$ cat src/rtl/chip8_mem_arbiter_pkg.sv
// Shared types for the Chip-8 RAM arbiter: requester IDs, FSM states, default widths.
package chip8_mem_arbiter_pkg;

  localparam int unsigned DEF_ADDR_W = 12;
  localparam int unsigned DEF_DATA_W = 8;

  typedef enum logic [1:0] {
    REQ_UPL = 2'd0,
    REQ_CPU = 2'd1,
    REQ_BLT = 2'd2
  } req_id_e;

  typedef enum logic [1:0] {
    ST_IDLE  = 2'd0,
    ST_ISSUE = 2'd1,
    ST_WAIT  = 2'd2,
    ST_DONE  = 2'd3
  } state_e;

endpackage

$ cat src/rtl/chip8_mem_arbiter_if.sv
// Requester and RAM-side signals of the Chip-8 RAM arbiter.
// slave: arbiter view; master: requesters + RAM view.
interface chip8_mem_arbiter_if
  import chip8_mem_arbiter_pkg::*;
#(
  parameter int unsigned ADDR_W = DEF_ADDR_W,
  parameter int unsigned DATA_W = DEF_DATA_W
) ();

  logic              uploading;
  logic              upl_req;
  logic [ADDR_W-1:0] upl_addr;
  logic [DATA_W-1:0] upl_wdata;
  logic              upl_ack;
  logic              cpu_req;
  logic              cpu_we;
  logic [ADDR_W-1:0] cpu_addr;
  logic [DATA_W-1:0] cpu_wdata;
  logic              cpu_ack;
  logic [DATA_W-1:0] cpu_rdata;
  logic              blt_req;
  logic [ADDR_W-1:0] blt_addr;
  logic              blt_ack;
  logic [DATA_W-1:0] blt_rdata;
  logic [ADDR_W-1:0] mem_addr;
  logic              mem_we;
  logic [DATA_W-1:0] mem_wdata;
  logic [DATA_W-1:0] mem_rdata;
  logic              busy;
  logic              timeout_err;

  modport slave (
    input  uploading, upl_req, upl_addr, upl_wdata,
    input  cpu_req, cpu_we, cpu_addr, cpu_wdata,
    input  blt_req, blt_addr, mem_rdata,
    output upl_ack, cpu_ack, cpu_rdata, blt_ack, blt_rdata,
    output mem_addr, mem_we, mem_wdata, busy, timeout_err
  );

  modport master (
    output uploading, upl_req, upl_addr, upl_wdata,
    output cpu_req, cpu_we, cpu_addr, cpu_wdata,
    output blt_req, blt_addr, mem_rdata,
    input  upl_ack, cpu_ack, cpu_rdata, blt_ack, blt_rdata,
    input  mem_addr, mem_we, mem_wdata, busy, timeout_err
  );

endinterface

$ cat src/rtl/chip8_mem_arbiter_rr_arbiter2.sv
// Two-way round-robin picker: index 0 = CPU, index 1 = blitter.
// The pointer names the preferred index; after an advance the granted index loses priority.
module chip8_mem_arbiter_rr_arbiter2 (
  input  logic       clk,
  input  logic       res,
  input  logic [1:0] i_req,
  input  logic       i_advance,
  output logic [1:0] o_grant
);

  logic r_ptr;

  // One-hot grant; on contention the pointer decides.
  always_comb begin
    o_grant = '0;
    case (i_req)
      2'b01:   o_grant = 2'b01;
      2'b10:   o_grant = 2'b10;
      2'b11:   o_grant = r_ptr ? 2'b10 : 2'b01;
      default: o_grant = '0;
    endcase
  end

  // Pointer moves to the index that was not granted.
  always_ff @(posedge clk) begin
    if (res) begin
      r_ptr <= 1'b0;
    end else if (i_advance && (|o_grant)) begin
      r_ptr <= o_grant[0];
    end
  end

endmodule

$ cat src/rtl/chip8_mem_arbiter.sv
// Chip-8 program/data RAM arbiter: uploader > (CPU <-> blitter round-robin),
// fixed-latency IDLE->ISSUE->WAIT->DONE transactions and starvation timeout.
module chip8_mem_arbiter
  import chip8_mem_arbiter_pkg::*;
#(
  parameter int unsigned ADDR_W     = DEF_ADDR_W,
  parameter int unsigned DATA_W     = DEF_DATA_W,
  parameter int unsigned RD_LATENCY = 1,
  parameter int unsigned TIMEOUT    = 1023
) (
  input  logic                clk,
  input  logic                res,
  chip8_mem_arbiter_if.slave  bus
);

  localparam int unsigned      CNT_W    = $clog2(TIMEOUT + 1);
  localparam logic [CNT_W-1:0] T_MAX    = CNT_W'(TIMEOUT);
  localparam logic [CNT_W-1:0] T_HIT    = CNT_W'(TIMEOUT - 1);
  localparam logic [1:0]       LAT_LAST = 2'(RD_LATENCY - 1);

  state_e            r_state, w_next;
  req_id_e           r_owner, w_win;
  logic              w_win_valid;
  logic [ADDR_W-1:0] r_addr, w_addr;
  logic              r_we, w_we;
  logic [DATA_W-1:0] r_wdata, w_wdata;
  logic [1:0]        r_lat;
  logic [DATA_W-1:0] r_cpu_rdata, r_blt_rdata;
  logic [1:0]        w_rr_req, w_rr_grant;
  logic              w_rr_adv;
  logic [1:0]        w_cb_req, w_cb_gnt, w_cb_own, w_wait, w_hit;
  logic [CNT_W-1:0]  r_cnt [2];
  logic              r_err;
  logic              w_last_wait;

  assign w_rr_req    = {bus.blt_req, bus.cpu_req} & {2{~bus.uploading}};
  assign w_rr_adv    = (r_state == ST_IDLE) && !bus.upl_req;
  assign w_last_wait = (r_state == ST_WAIT) && (r_lat == LAT_LAST);

  chip8_mem_arbiter_rr_arbiter2 u_rr (
    .clk       (clk),
    .res       (res),
    .i_req     (w_rr_req),
    .i_advance (w_rr_adv),
    .o_grant   (w_rr_grant)
  );

  // Winner selection and the access fields it would register.
  always_comb begin
    w_win_valid = 1'b0;
    w_win       = REQ_UPL;
    w_addr      = '0;
    w_we        = 1'b0;
    w_wdata     = '0;
    if (bus.upl_req) begin
      w_win_valid = 1'b1;
      w_win       = REQ_UPL;
      w_addr      = bus.upl_addr;
      w_we        = 1'b1;
      w_wdata     = bus.upl_wdata;
    end else if (w_rr_grant[0]) begin
      w_win_valid = 1'b1;
      w_win       = REQ_CPU;
      w_addr      = bus.cpu_addr;
      w_we        = bus.cpu_we;
      w_wdata     = bus.cpu_wdata;
    end else if (w_rr_grant[1]) begin
      w_win_valid = 1'b1;
      w_win       = REQ_BLT;
      w_addr      = bus.blt_addr;
    end
  end

  // Next-state logic.
  always_comb begin
    w_next = r_state;
    case (r_state)
      ST_IDLE:  if (w_win_valid) w_next = ST_ISSUE;
      ST_ISSUE: w_next = ST_WAIT;
      ST_WAIT:  if (r_lat == LAT_LAST) w_next = ST_DONE;
      ST_DONE:  w_next = ST_IDLE;
      default:  w_next = ST_IDLE;
    endcase
  end

  // State register and the latched transaction.
  always_ff @(posedge clk) begin
    if (res) begin
      r_state <= ST_IDLE;
      r_owner <= REQ_UPL;
      r_addr  <= '0;
      r_we    <= 1'b0;
      r_wdata <= '0;
      r_lat   <= '0;
    end else begin
      r_state <= w_next;
      if (r_state == ST_IDLE && w_win_valid) begin
        r_owner <= w_win;
        r_addr  <= w_addr;
        r_we    <= w_we;
        r_wdata <= w_wdata;
        r_lat   <= '0;
      end else if (r_state == ST_WAIT) begin
        r_lat   <= r_lat + 2'd1;
      end
    end
  end

  // Read data is registered on the last WAIT edge so it is already presented
  // during DONE, together with the ack.
  always_ff @(posedge clk) begin
    if (res) begin
      r_cpu_rdata <= '0;
      r_blt_rdata <= '0;
    end else if (w_last_wait && !r_we) begin
      if (r_owner == REQ_CPU) r_cpu_rdata <= bus.mem_rdata;
      if (r_owner == REQ_BLT) r_blt_rdata <= bus.mem_rdata;
    end
  end

  // Starvation bookkeeping for CPU (index 0) and blitter (index 1).
  always_comb begin
    w_cb_req = {bus.blt_req, bus.cpu_req};
    w_cb_gnt = (r_state == ST_IDLE && !bus.upl_req) ? w_rr_grant : 2'b00;
    w_cb_own = (r_state != ST_IDLE) ? {r_owner == REQ_BLT, r_owner == REQ_CPU} : 2'b00;
    w_wait   = w_cb_req & ~w_cb_gnt & ~w_cb_own & {2{~bus.uploading}};
    w_hit    = '0;
    for (int unsigned i = 0; i < 2; i++) begin
      w_hit[i] = w_wait[i] && (r_cnt[i] == T_HIT);
    end
  end

  // Wait counters saturate at TIMEOUT; the error pulses only on the crossing.
  always_ff @(posedge clk) begin
    for (int unsigned i = 0; i < 2; i++) begin
      if (res || !w_cb_req[i] || w_cb_gnt[i]) begin
        r_cnt[i] <= '0;
      end else if (w_wait[i] && r_cnt[i] != T_MAX) begin
        r_cnt[i] <= r_cnt[i] + 1'b1;
      end
    end
    r_err <= res ? 1'b0 : (|w_hit);
  end

  // Output decode.
  always_comb begin
    bus.upl_ack     = (r_state == ST_DONE) && (r_owner == REQ_UPL);
    bus.cpu_ack     = (r_state == ST_DONE) && (r_owner == REQ_CPU);
    bus.blt_ack     = (r_state == ST_DONE) && (r_owner == REQ_BLT);
    bus.cpu_rdata   = r_cpu_rdata;
    bus.blt_rdata   = r_blt_rdata;
    bus.mem_addr    = r_addr;
    bus.mem_we      = (r_state == ST_ISSUE) && r_we;
    bus.mem_wdata   = r_wdata;
    bus.busy        = (r_state != ST_IDLE);
    bus.timeout_err = r_err;
  end

endmodule

$ cat src/flat_wrapper.sv
// flat-port wrapper written by rule: the top's interface ports become plain ports
module chip8_mem_arbiter_flat import chip8_mem_arbiter_pkg::*;
#(
  parameter int unsigned ADDR_W     = DEF_ADDR_W,
  parameter int unsigned DATA_W     = DEF_DATA_W,
  parameter int unsigned RD_LATENCY = 1,
  parameter int unsigned TIMEOUT    = 1023
)
  (clk, res, bus_uploading, bus_upl_req, bus_upl_addr, bus_upl_wdata, bus_cpu_req, bus_cpu_we, bus_cpu_addr, bus_cpu_wdata, bus_blt_req, bus_blt_addr, bus_mem_rdata, bus_upl_ack, bus_cpu_ack, bus_cpu_rdata, bus_blt_ack, bus_blt_rdata, bus_mem_addr, bus_mem_we, bus_mem_wdata, bus_busy, bus_timeout_err);
  chip8_mem_arbiter_if #(.ADDR_W(ADDR_W), .DATA_W(DATA_W)) bus_i ();
  input  logic clk;
  input  logic res;
  input wire logic [$bits(bus_i.uploading)-1:0] bus_uploading;
  input wire logic [$bits(bus_i.upl_req)-1:0] bus_upl_req;
  input wire logic [$bits(bus_i.upl_addr)-1:0] bus_upl_addr;
  input wire logic [$bits(bus_i.upl_wdata)-1:0] bus_upl_wdata;
  input wire logic [$bits(bus_i.cpu_req)-1:0] bus_cpu_req;
  input wire logic [$bits(bus_i.cpu_we)-1:0] bus_cpu_we;
  input wire logic [$bits(bus_i.cpu_addr)-1:0] bus_cpu_addr;
  input wire logic [$bits(bus_i.cpu_wdata)-1:0] bus_cpu_wdata;
  input wire logic [$bits(bus_i.blt_req)-1:0] bus_blt_req;
  input wire logic [$bits(bus_i.blt_addr)-1:0] bus_blt_addr;
  input wire logic [$bits(bus_i.mem_rdata)-1:0] bus_mem_rdata;
  output wire logic [$bits(bus_i.upl_ack)-1:0] bus_upl_ack;
  output wire logic [$bits(bus_i.cpu_ack)-1:0] bus_cpu_ack;
  output wire logic [$bits(bus_i.cpu_rdata)-1:0] bus_cpu_rdata;
  output wire logic [$bits(bus_i.blt_ack)-1:0] bus_blt_ack;
  output wire logic [$bits(bus_i.blt_rdata)-1:0] bus_blt_rdata;
  output wire logic [$bits(bus_i.mem_addr)-1:0] bus_mem_addr;
  output wire logic [$bits(bus_i.mem_we)-1:0] bus_mem_we;
  output wire logic [$bits(bus_i.mem_wdata)-1:0] bus_mem_wdata;
  output wire logic [$bits(bus_i.busy)-1:0] bus_busy;
  output wire logic [$bits(bus_i.timeout_err)-1:0] bus_timeout_err;
  assign bus_i.uploading = bus_uploading;
  assign bus_i.upl_req = bus_upl_req;
  assign bus_i.upl_addr = bus_upl_addr;
  assign bus_i.upl_wdata = bus_upl_wdata;
  assign bus_i.cpu_req = bus_cpu_req;
  assign bus_i.cpu_we = bus_cpu_we;
  assign bus_i.cpu_addr = bus_cpu_addr;
  assign bus_i.cpu_wdata = bus_cpu_wdata;
  assign bus_i.blt_req = bus_blt_req;
  assign bus_i.blt_addr = bus_blt_addr;
  assign bus_i.mem_rdata = bus_mem_rdata;
  assign bus_upl_ack = bus_i.upl_ack;
  assign bus_cpu_ack = bus_i.cpu_ack;
  assign bus_cpu_rdata = bus_i.cpu_rdata;
  assign bus_blt_ack = bus_i.blt_ack;
  assign bus_blt_rdata = bus_i.blt_rdata;
  assign bus_mem_addr = bus_i.mem_addr;
  assign bus_mem_we = bus_i.mem_we;
  assign bus_mem_wdata = bus_i.mem_wdata;
  assign bus_busy = bus_i.busy;
  assign bus_timeout_err = bus_i.timeout_err;
  chip8_mem_arbiter #(.ADDR_W(ADDR_W), .DATA_W(DATA_W), .RD_LATENCY(RD_LATENCY), .TIMEOUT(TIMEOUT)) u_core (.clk(clk), .res(res), .bus(bus_i));
endmodule
$ cat config.mk
export PLATFORM = sky130hd
export DESIGN_NAME = chip8_mem_arbiter_flat
export DESIGN_NICKNAME = d
export VERILOG_FILES = /design/src/rtl/chip8_mem_arbiter_pkg.sv /design/src/rtl/chip8_mem_arbiter_if.sv /design/src/rtl/chip8_mem_arbiter_rr_arbiter2.sv /design/src/rtl/chip8_mem_arbiter.sv /design/src/flat_wrapper.sv
export SDC_FILE = /design/constraint.sdc
export NUM_CORES = 1
export LEC_CHECK = 0
export BUFFER_PORTS_ARGS = -buffer_cell sky130_fd_sc_hd__buf_4
export CAP_MARGIN = 10
export CORE_UTILIZATION = 40
export CTS_CLUSTER_DIAMETER = 120
export DETAILED_ROUTE_END_ITERATION = 10
export GPL_ROUTABILITY_DRIVEN = 0
export GPL_TIMING_DRIVEN = 0
export PLACE_DENSITY_LB_ADDON = 0.12
export SYNTH_ARGS = -nofsm -noshare
export SYNTH_HDL_FRONTEND = slang
export SYNTH_SLANG_ARGS = --single-unit
$ cat constraint.sdc
create_clock -name clk -period 4.7 [get_ports clk]
set_clock_uncertainty 0.1 [all_clocks]
set_input_delay 0.94 -clock clk [delete_from_list [all_inputs] [get_ports clk]]
set_output_delay 0.94 -clock clk [all_outputs]
set_load 0.01 [all_outputs]
Yosys cells after proc, flatten, opt, wreduce, memory -nomap -nowiden
Memories as Yosys holds them, arrays and structs flattened.
Cells that the tools add are included.
{"block": "word_totals", "register_bits": 45, "ram_bits": 20, "mem_count": 1, "wordCells": 100, "input_bits": 67}
{"name": "u_core.r_cnt", "words": 2, "width": 10, "read_ports": 2, "rd_ports_with_merged_regs": 0, "write_ports": 2, "line_no": "chip8_mem_arbiter.sv:32", "text": "logic [CNT_W-1:0] r_cnt [2];"}
{"block": "classes", "muxes": 32, "add_sub_neg": 3, "n_reduce_logical": 31, "n_eq_ne": 14, "bitwise_logic": 9}
{"operator": "$mux W12", "n": 3}
{"operator": "$add A10 B1 Y10 const B", "n": 2}
{"operator": "$eq A10 B10 Y1 const B", "n": 2}
{"operator": "$mux W10", "n": 2}
{"operator": "$ne A10 B10 Y1 const B", "n": 2}
{"operator": "$mux W2", "n": 8}
{"operator": "$mux W8", "n": 2}
{"operator": "$mux W1", "n": 15}
{"operator": "$logic_and A1 B1 Y1", "n": 13}
{"operator": "$eq A2 B2 Y1 const B", "n": 5}
{"operator": "$and A2 B2 Y2", "n": 4}
{"operator": "$pmux W2 S4", "n": 1}
{"operator": "$eq A2 B1 Y1 const B", "n": 3}
{"operator": "$logic_not A2 Y1", "n": 3}
{"operator": "$pmux W2 S3", "n": 1}
{"operator": "$reduce_and A2 Y1", "n": 3}
{"operator": "$reduce_or A2 Y1", "n": 3}
{"operator": "$logic_not A1 Y1", "n": 4}
{"operator": "$logic_or A1 B1 Y1", "n": 4}
{"operator": "$ne A2 B1 Y1 const B", "n": 2}
{"operator": "$not A2 Y2", "n": 2}
{"operator": "$add A2 B1 Y2 const B", "n": 1}
{"operator": "$or A1 B1 Y1", "n": 2}
{"operator": "$reduce_bool A2 Y1", "n": 1}
{"operator": "$not A1 Y1", "n": 1}

Longest topological paths before layout
{"block": "logic_depth", "word_depth": 14, "ltp_mapped": 7, "ltp_nobuf": 6}

Modules after synthesis
From an unflattened synthesis, not the netlist that was laid out.
{"block": "hier_totals", "hier_cells": 345, "area_unflattened_um2": 3345.7}
{"module": "chip8_mem_arbiter", "instances": 1, "cells_each": 338, "seq_area_each_um2": 1481.4, "area_per_inst_um2": 3280.6}
{"module": "chip8_mem_arbiter_rr_arbiter2", "instances": 1, "cells_each": 7, "seq_area_each_um2": 20.0, "area_per_inst_um2": 65.1}

Worst setup path before layout
No wires, ideal clock.
{"block": "synth_path", "kind": "in2reg", "from": "in bus_uploading", "to": "mem u_core.r_cnt[0][0] (netlist name) (enable)", "cell_stages": 3, "arrival_ns": 1.655, "path_slack_ns": 2.596, "setup_ns": 0.349, "required_ns": 4.251, "n_path_buf": 0, "cell_sequence": "and2b_1 nand3_1 nand3_1"}
{"element": "start: declaration", "line_no": "flat_wrapper.sv:13", "text": "input wire logic [$bits(bus_i.uploading)-1:0] bus_uploading;"}
{"element": "end: declaration", "line_no": "chip8_mem_arbiter.sv:32"}

Worst setup path in the final report
{"block": "layout_path", "from": "reg u_core.r_state[0]", "to": "out bus_busy"}
{"block": "layout_via", "elab_chain_cells": 1}
{"element": "start: declaration", "line_no": "chip8_mem_arbiter.sv:21", "text": "state_e r_state, w_next;"}
{"element": "start signal: assignment", "line_no": "chip8_mem_arbiter.sv:96", "text": "r_state <= w_next;"}
{"element": "$reduce_bool A2 Y1", "line_no": "chip8_mem_arbiter.sv:155", "text": "bus.busy = (r_state != ST_IDLE);"}
{"element": "end: declaration", "line_no": "flat_wrapper.sv:32", "text": "output wire logic [$bits(bus_i.busy)-1:0] bus_busy;"}
Every way passes these cells.

==> flow_metrics.py <==
metrics = {
    "setup_path": {
        "path_buf_inv": 3,
        "crit_path_start_kind": "flip-flop",
        "path_cells": "inv_1, ha_1, inv_1, buf_4",
        "crit_type": "reg -> out",
        "worst_r2r_path_depth": 5,
        "path_max_fanout": 5,
        "crit_top_cell": "inv_1",
        "rrSetupSlack_ns": 2.55,
        "critPathMaxStageDelay_ns": 0.39,
        "rr_startpoint": "u_core.r_state[0]",
        "arrival_ns": 1.37,
        "cp.required_ns": 3.66,
        "slowest_stage": "dfxtp_1",
        "worst_setup_path_end_kind": "output port",
        "r2r_end": "u_core.r_cnt[0][6]",
        "crit_family": "flip-flops",
    },
    "clock_network": {
        "cts_max_path_buffers": 2,
        "path_clk_slew_ns": 0.07,
        "cts_resized": 0,
        "clock_latency_ns": 0.34,
        "cts_inserted_buffers": 9,
        "root_buffer": "clkbuf_8",
        "post-cts-setup-buffers": 0,
        "h-tree-depth": 3,
        "holdBufCountCts": 0,
        "cts_sinks": 65,
        "cts_tree": "built",
    },
    "yosys": {
        "ys_seq_area_share_pct": 49.0,
        "syn_nets": 386,
        "async_flop_share_pct": 0,
        "ys_ff_latch": 65,
        "syn_avg_cell_area_um2": 9.92,
        "synth_area_leader_cell": "dfxtp_1",
        "synthCells": 309,
        "yosys_warnings": 0,
        "ys_top_cells_by_area": "dfxtp_1 (29%), edfxtp_1 (20%), nor2_1 (7.7%)",
        "yosysTopAreaCellShare_pct": 29.4,
        "synth-edff-count": 20,
        "syn_area_mm2": 0.00307,
        "synth_ff_type": "dfxtp_1",
        "synth_cell_types": 37,
    },
    "global_route": {
        "grt_max_degree": 13,
        "grt_overflow": 0,
        "antenna_found_initial": 0,
        "track_usage_pct": 20.9,
        "grt_pass1_vias": 2684,
        "grt_pass1_wl_um": 12600,
    },
    "final_layout": {
        "area_delta_synth_final_pct": 37.7,
        "layout-drive-gt1-share_pct": 31.4,
        "final_common_cell": "buf_4",
        "final_cell_mix": "buf_4 (109), nor2_1 (63), dfxtp_1 (45)",
        "nNetsFinal": 505,
        "nFillCells": 655,
        "n_antenna_cell": 0,
    },
    "drt": {
        "wl_per_cell_um": 14.5,
        "dr.pass1.iters": 5,
        "initialDrtViolationCount": 143,
        "routed_wl_um": 7690,
        "ant_nets": 0,
        "vias_per_cell": 5.10,
        "drc": 0,
        "vias": 2711,
    },
    "sta": {
        "final.period_utilization_pct": 51.2,
        "setup_viol": 0,
        "hold_violations": 0,
        "tightest_slew_ns": 0.589,
        "rsz0062_at_grt": "false",
        "drv_slew": 0,
        "fmax_mhz": 416,
        "period_needed_ns": 2.41,
        "relSlewSlack_pct": 60.7,
        "setup-tns-final_ns": 0,
    },
    "die": {
        "die_w_um": 89.6,
        "start_util_pct": 41.8,
        "core_area_mm2": 0.00733,
        "pin_count": 109,
        "die_area_mm2": 0.00802,
        "num_rows": 31,
        "die_h_um": 89.6,
    },
    "hold_path": {
        "min_to": "u_core.u_rr.r_ptr",
        "hold_path.class": "reg -> reg",
        "hold_start": "u_core.u_rr.r_ptr",
        "holdPathStages": 2,
    },
    "power_and_ir_drop": {
        "ir_worst_vdd_uv": 238,
        "power.density_mw_per_mm2": 427,
        "power_w": 0.00180,
        "leakage_nw": 1.74,
    },
    "placed_design": {
        "place.port_buffers": 108,
        "place_hpwl_um": 5710,
    },
    "status": {
        "run_status": "finished clean",
    },
    "flow_run": {
        "drv_cap": 0,
    },
}
-- worst min-delay path, delay by kind of cell, from the launching register on --
kind	cells	cell delay [ns]
AO/OA/AOI/OAI	1	0.06
AND/OR/NAND/NOR	1	0.06
flip-flops	1	0.32
-- kinds of logic (layout without fill, tap and decap cells) --
kind of cell / after synthesis / count (layout) / share of synthesized area (%)
adders and majority gates: 10 / 10 / 4.08
DFF: 65 / 65 / 49.0
buffers and inverters: 23 / 147 / 3.14
muxes: 18 / 18 / 5.88
xor gates and xnor gates: 17 / 17 / 4.86
AOI/OAI and AO/OA: 49 / 49 / 13.2
and+or+nand+nor: 127 / 127 / 19.9
-- flip-flops by register name (all words and copies together), names as in the netlist --
register and count:
u_core.bus.mem_wdata 8, u_core.r_owner 2, u_core.bus.cpu_rdata 8, u_core.bus.mem_addr 12, u_core.bus.timeout_err 1, u_core.bus.blt_rdata 8
u_core.r_state 2, u_core.r_we 1, u_core.u_rr.r_ptr 1, u_core.r_lat 2, u_core.r_cnt 20
-- routing by layer --
| layer | GRT usage (%) | share of wire (%) | routed length (um) |
|---|---|---|---|
| met1 | 24.2 | 43 | 3280 |
| met2 | 36.1 | 51 | 3920 |
| met3 | 7.76 | 5.6 | 433 |
| met5 | 0 | 0 | 0 |
| met4 | 5.77 | 0.74 | 57 |
-- report_power, final --
| group | switching (W) | total (W) | internal (W) |
|---|---|---|---|
| Combinational | 0.000296 | 0.000553 | 0.000257 |
| Sequential | 0.0000611 | 0.000733 | 0.000672 |
| Clock | 0.000224 | 0.000517 | 0.000293 |
| Total | 0.000581 | 0.00180 | 0.00122 |
-- stage by stage --
| stage | cells | utilization [%] | setup WS (ns) | hold slack [ns] | area, um^2 |
|---|---|---|---|---|---|
| floorplan | 309 | - | 2.60 | 0.344 | 3070 |
| detailed placement | 516 | 54.6 | 2.20 | 0.371 | 4000 |
| global placement | 516 | 54.6 | 2.21 | 0.358 | 4000 |
| global route | 532 | 57.6 | 2.19 | 0.406 | 4220 |
| finish | 532 | 57.6 | 2.29 | 0.378 | 4220 |
| CTS | 532 | 57.6 | 2.27 | 0.380 | 4220 |
-- synth_stat cells, types with 2 or more instances --
cell and instances:
nand3_1 14, xnor2_1 7, mux2i_1 18, a221oi_1 8
and2b_1 2, nor2_4 2, buf_2 5, edfxtp_1 20
clkbuf_1 7, and4_1 2, inv_1 9, and3_1 5
nand2_1 9, o2111ai_2 2, o21a_1 2, ha_1 10
a211oi_1 13, o21ai_0 3, and2_1 2, a222oi_1 12
nor2b_1 5, dfxtp_1 45, nor2_1 63, nand4_1 4
a21oi_1 5, nand2b_1 3, nor3_1 13, xor2_1 10
-- area by class of cell --
class                   count  area, um^2  share of cell area (%)
plain buffers              14        62.6                    1.48
clock buffers              11         163                    3.85
clock inverters             5        58.8                    1.39
inverters                   9        33.8                   0.800
multi-input cells         221        1470                    34.8
flip-flops and latches     65        1500                    35.6
well taps                  99         124                    2.93
repair buffers            108         811                    19.2
-- worst max path at each step --
stage | startpoint | end | slack (ns) | depth (start not counted)
after CTS | u_core.r_state[0] | bus_busy | 2.27 | 4
after global routing | u_core.r_state[0] | bus_busy | 2.19 | 4
after floorplan | bus_uploading | u_core.r_cnt[0][0] | 2.60 | 3
final | u_core.r_state[0] | bus_busy | 2.29 | 4
after global placement | bus_uploading | u_core.bus.mem_addr[7] | 2.21 | 5
after detailed placement | bus_upl_req | u_core.r_cnt[0][4] | 2.20 | 4
No activity file was read; power rests on OpenSTA's default activity.
